**config.mk**
```make
export PLATFORM = sky130hd
export DESIGN_NAME = load_store_unit
export DESIGN_NICKNAME = d
export VERILOG_FILES = /design/src/rtl/lsu_pkg.sv /design/src/rtl/lsu_lane_align.sv /design/src/rtl/load_store_unit.sv
export SDC_FILE = /design/constraint.sdc
export NUM_CORES = 1
export LEC_CHECK = 0
export CORE_UTILIZATION = 30
export CTS_BUF_LIST = sky130_fd_sc_hd__clkbuf_8
export CTS_CLUSTER_SIZE = 16
export DETAILED_ROUTE_END_ITERATION = 16
export GPL_TIMING_DRIVEN = 0
export PLACE_DENSITY = 0.56
export RECOVER_POWER = 100
export SETUP_SLACK_MARGIN = 0.1
export SLEW_MARGIN = 5
export SYNTH_ARGS = -nofsm -noshare
export SYNTH_HDL_FRONTEND = slang
export SYNTH_SLANG_ARGS = --single-unit
```
**constraint.sdc**
```tcl
create_clock -name clk -period 7.4 [get_ports clk]
set_input_delay 2.22 -clock clk [delete_from_list [all_inputs] [get_ports clk]]
set_output_delay 2.22 -clock clk [all_outputs]
set_load 0.02 [all_outputs]
```
**src/rtl/lsu_pkg.sv**
```systemverilog
// Shared funct3 encodings and FSM state type for the load/store unit.
package lsu_pkg;

  localparam logic [2:0] F3_B  = 3'b000;
  localparam logic [2:0] F3_H  = 3'b001;
  localparam logic [2:0] F3_W  = 3'b010;
  localparam logic [2:0] F3_BU = 3'b100;
  localparam logic [2:0] F3_HU = 3'b101;

  typedef enum logic [1:0] {
    IDLE,
    ACCESS,
    RESP,
    ERR
  } lsu_state_t;

endpackage

```
**src/rtl/lsu_lane_align.sv**
```systemverilog
// Combinational lane steering: byte enables, store replication, load extension
// and misaligned/illegal detection for one RV32I load/store.
module lsu_lane_align
  import lsu_pkg::*;
(
  input  logic        write,
  input  logic [2:0]  funct3,
  input  logic [1:0]  addr,
  input  logic [31:0] wdata,
  input  logic [31:0] rdata,
  output logic [3:0]  be,
  output logic [31:0] wdata_steer,
  output logic [31:0] rdata_ext,
  output logic        bad
);

  logic [31:0] rdata_sh;
  logic        illegal;
  logic        misaligned;

  assign rdata_sh = rdata >> {addr, 3'b000};

  always_comb begin
    illegal    = 1'b1;
    misaligned = 1'b0;
    if (write) begin
      illegal = !(funct3 == F3_B || funct3 == F3_H || funct3 == F3_W);
    end else begin
      illegal = !(funct3 == F3_B || funct3 == F3_H || funct3 == F3_W ||
                  funct3 == F3_BU || funct3 == F3_HU);
    end
    if (funct3[1:0] == 2'b01) misaligned = addr[0];
    if (funct3[1:0] == 2'b10) misaligned = (addr != 2'b00);
  end

  assign bad = illegal || misaligned;

  always_comb begin
    be          = 4'b1111;
    wdata_steer = wdata;
    if (write) begin
      case (funct3)
        F3_B: begin
          be          = 4'b0001 << addr;
          wdata_steer = {4{wdata[7:0]}};
        end
        F3_H: begin
          be          = addr[1] ? 4'b1100 : 4'b0011;
          wdata_steer = {2{wdata[15:0]}};
        end
        default: begin
          be          = 4'b1111;
          wdata_steer = wdata;
        end
      endcase
    end
  end

  always_comb begin
    rdata_ext = 32'd0;
    case (funct3)
      F3_B:    rdata_ext = {{24{rdata_sh[7]}}, rdata_sh[7:0]};
      F3_BU:   rdata_ext = {24'd0, rdata_sh[7:0]};
      F3_H:    rdata_ext = {{16{rdata_sh[15]}}, rdata_sh[15:0]};
      F3_HU:   rdata_ext = {16'd0, rdata_sh[15:0]};
      F3_W:    rdata_ext = rdata_sh;
      default: rdata_ext = 32'd0;
    endcase
  end

endmodule

```
**src/rtl/load_store_unit.sv**
```systemverilog
// Load/store unit: turns byte/half/word requests into aligned word accesses
// with a fixed MEM_LATENCY strobe window and a one-cycle response pulse.
//
// state  | meaning
// IDLE   | ready for a request
// ACCESS | memory strobe held, wait counter running
// RESP   | good response pulse
// ERR    | error response pulse, memory untouched
module load_store_unit
  import lsu_pkg::*;
#(
  parameter int MEM_LATENCY = 1
) (
  input  logic        clk,
  input  logic        rst,
  input  logic        req_valid,
  output logic        req_ready,
  input  logic        req_write,
  input  logic [2:0]  req_funct3,
  input  logic [31:0] req_addr,
  input  logic [31:0] req_wdata,
  output logic        resp_valid,
  output logic        resp_err,
  output logic [31:0] resp_rdata,
  output logic [31:0] mem_addr,
  output logic [31:0] mem_wdata,
  output logic [3:0]  mem_be,
  output logic        mem_read,
  output logic        mem_write,
  input  logic [31:0] mem_rdata
);

  localparam logic [3:0] WAIT_INIT = 4'(MEM_LATENCY - 1);

  lsu_state_t  state;
  logic [3:0]  wait_cnt;
  logic        write_q;
  logic [2:0]  funct3_q;
  logic [1:0]  addr_q;

  logic        write_sel;
  logic [2:0]  funct3_sel;
  logic [1:0]  addr_sel;
  logic [3:0]  be_c;
  logic [31:0] wdata_c;
  logic [31:0] rdata_c;
  logic        bad_c;

  // Decode the live request while idle, the latched one while the access runs.
  assign write_sel  = (state == IDLE) ? req_write       : write_q;
  assign funct3_sel = (state == IDLE) ? req_funct3      : funct3_q;
  assign addr_sel   = (state == IDLE) ? req_addr[1:0]   : addr_q;

  assign req_ready = (state == IDLE) && !rst;

  lsu_lane_align u_lane_align (
    .write       (write_sel),
    .funct3      (funct3_sel),
    .addr        (addr_sel),
    .wdata       (req_wdata),
    .rdata       (mem_rdata),
    .be          (be_c),
    .wdata_steer (wdata_c),
    .rdata_ext   (rdata_c),
    .bad         (bad_c)
  );

  always_ff @(posedge clk or posedge rst) begin
    if (rst) begin
      state      <= IDLE;
      wait_cnt   <= 4'd0;
      write_q    <= 1'b0;
      funct3_q   <= 3'd0;
      addr_q     <= 2'd0;
      resp_valid <= 1'b0;
      resp_err   <= 1'b0;
      resp_rdata <= 32'd0;
      mem_addr   <= 32'd0;
      mem_wdata  <= 32'd0;
      mem_be     <= 4'd0;
      mem_read   <= 1'b0;
      mem_write  <= 1'b0;
    end else begin
      case (state)
        IDLE: begin
          resp_valid <= 1'b0;
          resp_err   <= 1'b0;
          resp_rdata <= 32'd0;
          if (req_valid) begin
            write_q  <= req_write;
            funct3_q <= req_funct3;
            addr_q   <= req_addr[1:0];
            if (bad_c) begin
              state      <= ERR;
              resp_valid <= 1'b1;
              resp_err   <= 1'b1;
            end else begin
              state     <= ACCESS;
              wait_cnt  <= WAIT_INIT;
              mem_addr  <= {req_addr[31:2], 2'b00};
              mem_read  <= !req_write;
              mem_write <= req_write;
              mem_be    <= be_c;
              mem_wdata <= req_write ? wdata_c : 32'd0;
            end
          end
        end
        ACCESS: begin
          if (wait_cnt == 4'd0) begin
            state      <= RESP;
            mem_addr   <= 32'd0;
            mem_wdata  <= 32'd0;
            mem_be     <= 4'd0;
            mem_read   <= 1'b0;
            mem_write  <= 1'b0;
            resp_valid <= 1'b1;
            resp_rdata <= write_q ? 32'd0 : rdata_c;
          end else begin
            wait_cnt <= wait_cnt - 4'd1;
          end
        end
        default: begin
          state      <= IDLE;
          resp_valid <= 1'b0;
          resp_err   <= 1'b0;
          resp_rdata <= 32'd0;
        end
      endcase
    end
  end

endmodule

```
==> metrics.md <==
| Metric | Value |
|---|---|
| Setup WS pre-CTS | `1710 ps` |
| Worst Clk Skew | `22.8 ps` |
| Lkg Pwr | `4.07 nW` |
| R2r startpoint | `state[0]` |
| Sink of the worst hold path | `mem_addr[14]` |
| Router iterations before antenna repair | `4` |
| Synthesized flop and latch total | `114` |
| Final-stage net count | `871` |
| Worst vdd ir | `0.141 mV` |
| Mapped Area | `6050 um^2` |
| Failing checks | `capacitance limit, slew limit` |
| Final Setup Violations | `0` |
| Placer Congestion | `0.855` |
| Setup WS post-layout | `1610 ps` |
| Initial antenna violation count | `1` |
| Asr flop ratio synth | `100%` |
| P&R area growth vs syn | `45.9%` |
| Die area | `20,700 um^2` |
| Unrepaired setup endpoints after global routing | `no` |
| Max-slew headroom | `-56.7%` |
| Sequential share of the synthesized area | `47.2%` |
| Routed WL | `20.8 mm` |
| CTS root buf | `clkbuf_8` |
| Vias in the first global route | `5,721` |
| Status | `finished with violations` |
| FP Rows | `51` |
| Crit Path Category | `in2out` |
| DR iter-0 viols | `318` |
| Most common cell after layout, fill and taps aside | `dfrtp_1` |
| Period utilization | `78.3%` |
| GRT overflow | `0` |
| Tmin final | `5790 ps` |
| CTS-repair resized insts | `0` |
| Vias per cell | `5.17` |
| Initial Utilization | `30.9%` |
| TNS Setup | `0 ps` |
| Number of distinct library cells after synthesis | `62` |
| Clock Tree Buf Depth | `2` |
| Antenna Nets Post-Route | `0` |
| CTS Hold Bufs | `0` |
| Max-cap violation count | `1` |
| Die Y | `144 um` |
| Worst reg-to-reg setup slack | `4190 ps` |
| Crit path DAT | `3570 ps` |
| Most frequent cells in the layout | `114 x dfrtp_1, 109 x dlygate4sd3_1, 96 x clkdlybuf4s50_1` |
| DRC Markers | `0` |
| Setup Buffers After CTS | `0` |
| Final Max Slew Viols | `94` |
| Synth Instances | `540` |
| DP Wirelength | `15.7 mm` |
| Fill count | `1,872` |
| Highest net fanout along the worst path | `2` |
| CP Launch Type | `input port` |
| R2R depth | `8` |
| Port Buffer Count | `205` |
| Average cell area after synthesis | `11.2 um^2` |
| Layout cells sized above 1 | `12.5%` |
| Avg WL per Cell | `19.9 um` |
| Maximum clock rate | `0.173 GHz` |
| Hold path depth | `1` |
| Tightest Hold Check Type | `reg2reg` |
| Worst Min Path Start | `mem_addr[14]` |
| Htree depth | `4` |
| Gr usage total | `20.8%` |
| Post-synth top flop | `dfrtp_1` |
| Count of flip-flops with a built-in enable after synthesis | `0` |
| Cell area power density | `380 nW/um^2` |
| WP data required | `5180 ps` |
| Core ar. | `19,600 um^2` |
| Hold Vio Cnt, Final | `0` |
| Clock transition at path regs | `70 ps` |
| Pin count of the biggest net entering global routing | `94` |
| Final Util | `45.1%` |
| Die W | `144 um` |
| DR vias | `5,412` |
| Least-Margin Pin Slew | `2350 ps` |
| YS warnings | `0` |
| CTS Buf Count | `17` |
| Crit. End Element | `output pin` |
| IO Pins | `208` |
| CTS tree | `built` |
| Global-route wire length before repair | `32.3 mm` |
| Clk sinks | `114` |
| Clock latency on the worst-skew pair | `450 ps` |
| Reg2reg end | `mem_addr[4]` |
==> layer usage <==
metal,vias to the layer above,track usage [%],wire (um)
met3,23,5.83,1080
met1,2721,26.9,9230
met4,0,7.45,434
met5,-,0,0
met2,146,32.9,10000
li1,2522,-,-
==> worst max-delay path by stage <==
stage | startpoint | to | slack [ps]
2_1_floorplan | rst | addr_q[0] | 2160
3_3_place_gp | rst | mem_wdata[26] | 330
6_report | rst | req_ready | 1610
5_1_grt | rst | req_ready | 1560
4_1_cts | rst | req_ready | 1710
3_5_place_dp | rst | req_ready | 1710
==> cell type report <==
type / instances / area, um^2 / area share [%]
plain buffers: 47 / 201 / 2.28
inverters: 7 / 27.5 / 0.312
multi-input cells: 373 / 2930 / 33.2
diodes: 2 / 5.00 / 0.0567
clock buffers: 19 / 262 / 2.96
clock inverters: 13 / 161 / 1.83
flip-flops and latches: 114 / 2850 / 32.3
well taps: 265 / 332 / 3.76
repair buffers: 206 / 2060 / 23.3
==> Yosys cell counts, types with 9 or more instances <==
cell type,number,area share [%]
a21bo_1,20,3.3
buf_2,11,0.91
o21ai_0,14,1.2
a21oi_1,39,3.2
nand4_1,30,3.1
nand2_1,23,1.4
mux2_1,16,3.0
a21bo_2,13,2.2
nor2_1,9,0.56
mux2i_1,33,5.5
a31oi_1,19,2.0
nand3_1,9,0.74
mux2_2,23,4.3
clkbuf_1,27,1.7
dfrtp_1,114,47
a22oi_1,14,1.7
==> state kept, by name, indices dropped and copies added (netlist names) <==
name	cells
state	2
mem_write	1
resp_valid	1
resp_rdata	32
write_q	1
mem_read	1
mem_be	4
mem_addr	30
resp_err	1
funct3_q	3
wait_cnt	4
mem_wdata	32
addr_q	2
==> logic make-up (layout without fill, tap and decap cells) <==
kind of cell,count (synthesis),in the layout,share of synthesized area (%)
AOI/OAI and AO/OA,178,178,22.0
adders and majority gates,2,2,0.414
muxes,80,80,15.6
DFF,114,114,47.2
and+or+nand+nor,111,111,10.6
other,1,4,0.0620
buffers and inverters,54,292,4.14
==> per-stage QoR <==
step                total power, W  instance area, um^2  instances  hold WS [ps]
finish                     0.00336                 8830       1046           473
global route               0.00359                 8830       1045           497
CTS                        0.00346                 8890       1044           484
detailed placement         0.00282                 8470       1012           468
global placement           0.00278                 8440       1011           465
floorplan                  0.00212                 6050        541           443
==> power breakdown <==
part           internal (W)  leakage [nW]  switching [W]
clock network      0.000351         0.215       0.000277
logic              0.000740          2.34        0.00108
registers          0.000797          1.51       0.000112
==> worst max-delay path, cell delays in order <==
cell	delay, ps
dlygate4sd3_1	570
nor2_1	110
dlygate4sd3_1	670
Power figures use the tool's default switching activity.
